===== config.mk =====
export PLATFORM = sky130hd
export DESIGN_NAME = dnn_dense_layer
export DESIGN_NICKNAME = d
export VERILOG_FILES = /design/src/rtl/dnn_pkg.sv /design/src/rtl/dnn_requant.sv /design/src/rtl/dnn_dense_layer.sv
export SDC_FILE = /design/constraint.sdc
export NUM_CORES = 2
export LEC_CHECK = 0
export ABC_AREA = 1
export CORE_AREA = 8 8 341 343
export DETAILED_ROUTE_END_ITERATION = 6
export DIE_AREA = 0 0 349 351
export PLACE_DENSITY_LB_ADDON = 0.1
export SETUP_SLACK_MARGIN = 0.3
export SYNTH_ARGS = -nofsm -noshare
export SYNTH_HDL_FRONTEND = slang
export SYNTH_SLANG_ARGS = --single-unit

===== constraint.sdc =====
create_clock -name clk -period 10.4 [get_ports clk]
set_clock_uncertainty 0.1 [all_clocks]
set_input_delay 1.56 -clock clk [delete_from_list [all_inputs] [get_ports clk]]
set_output_delay 1.56 -clock clk [all_outputs]
set_load 0.005 [all_outputs]

===== src/rtl/dnn_pkg.sv =====
// Shared types and arithmetic helpers for the dense-layer engine.
package dnn_pkg;

    typedef enum logic [1:0] {
        IDLE,
        CALC,
        EMIT
    } state_t;

    // Accumulator wide enough for COL_NUM full-scale products plus the bias.
    function automatic int acc_width(input int data_width, input int col_num);
        return 2 * data_width + $clog2(col_num) + 1;
    endfunction

    function automatic longint sat_to_data(input longint value, input int data_width);
        longint max_v;
        longint min_v;
        max_v = (longint'(1) <<< (data_width - 1)) - 1;
        min_v = -max_v - 1;
        if (value > max_v) begin
            return max_v;
        end else if (value < min_v) begin
            return min_v;
        end
        return value;
    endfunction

endpackage


===== src/rtl/dnn_requant.sv =====
// Requantisation: floor shift, optional ReLU, saturation to the data width.
module dnn_requant
    import dnn_pkg::*;
#(
    parameter int ACC_WIDTH   = 20,
    parameter int DATA_WIDTH  = 8,
    parameter int SHIFT_WIDTH = 5
) (
    input  logic signed [ACC_WIDTH-1:0]   acc,
    input  logic        [SHIFT_WIDTH-1:0] shift,
    input  logic                          relu,
    output logic signed [DATA_WIDTH-1:0]  data
);

    logic signed [ACC_WIDTH-1:0] shifted;
    longint                      sat_value;

    // Oversized shifts collapse to 0 or -1 through sign fill of >>>.
    always_comb begin
        shifted = acc >>> shift;
        if (relu && (shifted < 0)) begin
            shifted = '0;
        end
        sat_value = sat_to_data(longint'(shifted), DATA_WIDTH);
        data      = sat_value[DATA_WIDTH-1:0];
    end

endmodule


===== src/rtl/dnn_dense_layer.sv =====
// Dense layer engine: y[r] = requant(bias[r] + sum_c W[r][c]*x[c]), LANES MACs per cycle.
module dnn_dense_layer
    import dnn_pkg::*;
#(
    parameter int DATA_WIDTH  = 8,
    parameter int ROW_NUM     = 8,
    parameter int COL_NUM     = 8,
    parameter int LANES       = 4,
    parameter int SHIFT_WIDTH = 5,
    localparam int ROW_W      = (ROW_NUM > 1) ? $clog2(ROW_NUM) : 1
) (
    input  logic                           clk,
    input  logic                           nrst,
    input  logic                           en,
    input  logic                           input_iv,
    output logic                           input_or,
    input  logic [DATA_WIDTH*COL_NUM-1:0]  input_id,
    input  logic                           weight_iwe,
    input  logic [ROW_W-1:0]               weight_iaddr,
    input  logic [DATA_WIDTH*COL_NUM-1:0]  weight_id,
    input  logic [DATA_WIDTH-1:0]          bias_id,
    input  logic                           relu_i,
    input  logic [SHIFT_WIDTH-1:0]         shift_i,
    output logic                           output_ov,
    input  logic                           output_ir,
    output logic signed [DATA_WIDTH-1:0]   output_od,
    output logic [ROW_W-1:0]               output_oidx,
    output logic                           output_olast,
    output logic                           busy_o
);

    localparam int ACC_W = acc_width(DATA_WIDTH, COL_NUM);
    localparam int K     = COL_NUM / LANES;
    localparam int K_W   = (K > 1) ? $clog2(K) : 1;

    state_t state_reg, state_next;

    logic [ROW_W-1:0]              row_reg;
    logic [K_W-1:0]                lane_reg;
    logic signed [ACC_W-1:0]       acc_reg;
    logic signed [ACC_W-1:0]       lane_sum;
    logic signed [ACC_W-1:0]       acc_sum;
    logic                          relu_reg;
    logic [SHIFT_WIDTH-1:0]        shift_reg;
    logic signed [DATA_WIDTH-1:0]  x_reg      [K][LANES];
    logic signed [DATA_WIDTH-1:0]  weight_mem [ROW_NUM][K][LANES];
    logic signed [DATA_WIDTH-1:0]  bias_mem   [ROW_NUM];
    logic signed [2*DATA_WIDTH-1:0] lane_prod [LANES];
    logic signed [DATA_WIDTH-1:0]  requant_data;
    logic signed [DATA_WIDTH-1:0]  bias_first;
    logic in_fire, out_fire, wr_ok, lane_last, row_last;

    assign input_or  = en && nrst && (state_reg == IDLE);
    assign in_fire   = input_iv && input_or;
    assign output_ov = (state_reg == EMIT);
    assign busy_o    = (state_reg != IDLE);
    assign out_fire  = en && output_ov && output_ir;
    assign wr_ok     = en && (state_reg == IDLE) && weight_iwe && (int'(weight_iaddr) < ROW_NUM);
    assign lane_last = (lane_reg == K_W'(K - 1));
    assign row_last  = (row_reg == ROW_W'(ROW_NUM - 1));

    // A row-0 write in the handshake cycle must already feed the first bias load.
    assign bias_first = (wr_ok && (weight_iaddr == '0)) ? $signed(bias_id) : bias_mem[0];

    genvar gi;
    generate
        for (gi = 0; gi < LANES; gi++) begin : g_lane
            assign lane_prod[gi] = (2*DATA_WIDTH)'(weight_mem[row_reg][lane_reg][gi])
                                 * (2*DATA_WIDTH)'(x_reg[lane_reg][gi]);
        end
    endgenerate

    always_comb begin
        lane_sum = '0;
        for (int j = 0; j < LANES; j++) begin
            lane_sum = lane_sum + ACC_W'(lane_prod[j]);
        end
        acc_sum = acc_reg + lane_sum;
    end

    dnn_requant #(
        .ACC_WIDTH   (ACC_W),
        .DATA_WIDTH  (DATA_WIDTH),
        .SHIFT_WIDTH (SHIFT_WIDTH)
    ) u_requant (
        .acc   (acc_sum),
        .shift (shift_reg),
        .relu  (relu_reg),
        .data  (requant_data)
    );

    always_ff @(posedge clk or negedge nrst) begin
        if (!nrst) begin
            state_reg <= IDLE;
        end else if (en) begin
            state_reg <= state_next;
        end
    end

    always_comb begin
        state_next = state_reg;
        case (state_reg)
            IDLE: if (in_fire) state_next = CALC;
            CALC: if (lane_last) state_next = EMIT;
            EMIT: if (out_fire) state_next = row_last ? IDLE : CALC;
            default: state_next = IDLE;
        endcase
    end

    always_ff @(posedge clk or negedge nrst) begin
        if (!nrst) begin
            row_reg      <= '0;
            lane_reg     <= '0;
            acc_reg      <= '0;
            relu_reg     <= 1'b0;
            shift_reg    <= '0;
            output_od    <= '0;
            output_oidx  <= '0;
            output_olast <= 1'b0;
            for (int r = 0; r < ROW_NUM; r++) begin
                bias_mem[r] <= '0;
                for (int k = 0; k < K; k++) begin
                    for (int j = 0; j < LANES; j++) begin
                        weight_mem[r][k][j] <= '0;
                    end
                end
            end
            for (int k = 0; k < K; k++) begin
                for (int j = 0; j < LANES; j++) begin
                    x_reg[k][j] <= '0;
                end
            end
        end else if (en) begin
            if (wr_ok) begin
                for (int k = 0; k < K; k++) begin
                    for (int j = 0; j < LANES; j++) begin
                        weight_mem[weight_iaddr][k][j] <= weight_id[(k*LANES+j)*DATA_WIDTH +: DATA_WIDTH];
                    end
                end
                bias_mem[weight_iaddr] <= bias_id;
            end
            case (state_reg)
                IDLE: begin
                    if (in_fire) begin
                        for (int k = 0; k < K; k++) begin
                            for (int j = 0; j < LANES; j++) begin
                                x_reg[k][j] <= input_id[(k*LANES+j)*DATA_WIDTH +: DATA_WIDTH];
                            end
                        end
                        relu_reg  <= relu_i;
                        shift_reg <= shift_i;
                        row_reg   <= '0;
                        lane_reg  <= '0;
                        acc_reg   <= ACC_W'(bias_first);
                    end
                end
                CALC: begin
                    acc_reg <= acc_sum;
                    if (lane_last) begin
                        lane_reg     <= '0;
                        output_od    <= requant_data;
                        output_oidx  <= row_reg;
                        output_olast <= row_last;
                    end else begin
                        lane_reg <= lane_reg + K_W'(1);
                    end
                end
                EMIT: begin
                    if (output_ir && !row_last) begin
                        row_reg  <= row_reg + ROW_W'(1);
                        acc_reg  <= ACC_W'(bias_mem[row_reg + ROW_W'(1)]);
                        lane_reg <= '0;
                    end
                end
                default: ;
            endcase
        end
    end

endmodule


==> results.yml <==
synthesis:
  synth_top_family_by_area: "adder cells"
  ys_top_cells_by_count: "nand2_1, o21ai_0, inv_1, dfrtp_1, fa_1"
  netlist_instances: 5236
  synth.area.mux_share: 0.01611
  synth-compound-area-share: 0.1641
  synth-edff-count: 0
  ys_seq_area_frac: 0.3887
  ys_ff_latch: 684
  synth-simple-area-share: 0.1362
  synth_top_area_share: 0.3887
  yosysTopAreaCell: "dfrtp_1"
  yosysMostFrequentCell: "nand2_1"
  synth_flop_cell: "dfrtp_1"
  synth_cell_types: 49
  synthAdderAreaFrac: 0.1950
  synthXorXnorAreaFrac: 0.001761
  syn-num-nets: 5856
  ys_top_cells_by_area: "dfrtp_1, fa_1, o21ai_0, nand2_1, inv_1"
  avgSynthCellArea_um2: 8.411
  async_flop_share: 1.000
  yosysWarnings: 0
  synth_area_mm2: 0.04404
worst_setup_path:
  path_buf_inv: 7
  critPathMostFrequentCell: "nand2_1"
  ff2ff_path_depth: 41
  critPathMaxStageDelay_ns: 0.56
  rrSetupSlack_ns: 0.81
  r2r-start: "row_reg[0]$_DFFE_PN0P_"
  crit_path_start_kind: "register"
  crit_family: "adder cells"
  worst-path-max-fanout: 94
  arrival_ns: 10.03
  cp.required_ns: 10.84
  r2r-end: "output_od[5]$_DFFE_PN0P_"
  cpMaxStageDelayCell: "fa_1"
  crit_type: "register to register"
  critPathCaptureType: "register"
cts:
  clk_path_buf_depth: 3
  insertion_delay_ns: 0.65
  cts_tree: "built"
  cts_sinks: 684
  cts-buffers-inserted: 83
  htreeDepth: 3
  root_buffer: "clkbuf_16"
  hold_buffers: 0
  clkTransAtPathRegs_ns: 0.06
timing:
  rsz0062_at_grt: "no"
  fin_crit_sh: 0.9226
  setup_tns_ns: 0
  slew_viol_final: 0
  worstMarginPinSlew_ns: 1.185
  slew_headroom: 0.2015
  finalHoldViolCount: 0
  final-setup-viol-count: 0
  fin_crit_ns: 9.595
  max_freq_ghz: 0.1042
finish:
  largest_reg_flops: 512
  drive_above_1_share: 0.07043
  antenna_cells: 0
  layout.nets: 5939
  area_delta_synth_final_pct: 14.13
  final_cell_count_no_fill: 6881
floorplanning:
  coreArea_mm2: 0.1113
  start_util: 0.3958
  ioPinCount: 166
  dieHeight_um: 351
  dieArea_mm2: 0.1225
  fp.dieW_um: 349
  fp-row-count: 123
routing:
  first_iter_violations: 2487
  routed_wl_um: 132900
  routedWlPerCell_um: 19.32
  dr.pass1.iters: 6
  vias: 34610
  post-route-drc-count: 0
  ant_nets: 0
  viasPerCell: 5.029
min_path:
  holdPathEnd: "weight_mem[463]$_DFFE_PN0P_"
  hold_path.class: "register to register"
  worstHoldStart: "weight_mem[463]$_DFFE_PN0P_"
  min_path_cells: 2
placement:
  dp.cells: 6723
  hpwl_um: 94300
  gp_congestion: 0.8666
  port_buffers: 165
global_routing:
  grt_first_pass_wirelength_um: 210600
  grt_antenna_before_repair: 4
  grt_usage: 0.2182
  grt-ovfl-total: 0
  first_global_vias: 34750
  grt_max_degree: 160
run:
  maxCapViolations: 0
outcome:
  status: "finished clean"
tightest hold or removal path, delay by kind of cell, from the launching register on:
| kind | cells | cell delay, ns |
|---|---|---|
| flip-flops | 1 | 0.34 |
| AND/OR/NAND/NOR | 1 | 0.05 |
| AO/OA/AOI/OAI | 1 | 0.05 |
through the flow:
stage	hold WS, ns	setup WS [ns]	utilization	cell area [µm²]
2_1_floorplan	0.3478	1.394	-	44040
3_3_place_gp	0.3604	0.7029	0.4264	47440
3_5_place_dp	0.3675	0.7010	0.4264	47440
4_1_cts	0.3813	0.6055	0.4504	50120
5_1_grt	0.3901	0.3008	0.4517	50260
6_report	0.3761	0.8051	0.4517	50260
per-layer routing:
layer  track usage  part of all wire  vias up
met2        0.3368              0.44      692
met5             0          0.000098        -
met4       0.04616             0.019        2
met1        0.3302              0.50    17070
li1              -                 -    16710
met3       0.02482             0.038      136
layout make-up:
cell class                 instances  area (µm²)
multi-input combinational       3412       22670
timing repair buffer             275        2670
clock inverter                    21       222.7
inverter                         863        3247
sequential                       684       17130
fill                           11170       61010
clock buffer                     126        2451
tap                             1500        1877
placed cells by master, fill, tap and decap left out, types with 93 or more instances in the layout:
cell	synthesis	layout
a21oi_1	275	275
buf_4	1	93
clkdlybuf4s50_1	0	164
dfrtp_1	684	681
fa_1	362	362
ha_1	107	107
inv_1	851	849
nand2_1	1025	1024
nor2_1	315	311
o21ai_0	978	976
logic make-up after synthesis:
kind of cell,count (synthesis)
adder cells (fa/ha/maj),469
flip-flops,684
AND/OR/NAND/NOR,1502
XOR/XNOR,8
multiplexers,64
AO/OA/AOI/OAI,1369
buffers and inverters,1140
worst max path at each step:
stage                                          end                    from  cells after the start  slack [ns]
after floorplan           output_od[0]$_DFFE_PN0P_  row_reg[0]$_DFFE_PN0P_                     42        1.39
after detailed placement  output_od[1]$_DFFE_PN0P_  row_reg[0]$_DFFE_PN0P_                     41        0.70
after CTS                 output_od[5]$_DFFE_PN0P_  row_reg[0]$_DFFE_PN0P_                     41        0.61
after global placement    output_od[5]$_DFFE_PN0P_  row_reg[0]$_DFFE_PN0P_                     41        0.70
final                     output_od[5]$_DFFE_PN0P_  row_reg[0]$_DFFE_PN0P_                     41        0.81
after global routing      output_od[0]$_DFFE_PN0P_  row_reg[0]$_DFFE_PN0P_                     42        0.30
repair_timing:
item	4_1_cts	5_1_grt
setup endpoints to repair	0	7
endpoints found under the hold margin	0	0
setup buffers	0	11
gates resized for setup	0	11
Power is not shown: default switching activity piles up to over one toggle a cycle in this logic, so the estimate is an artifact.
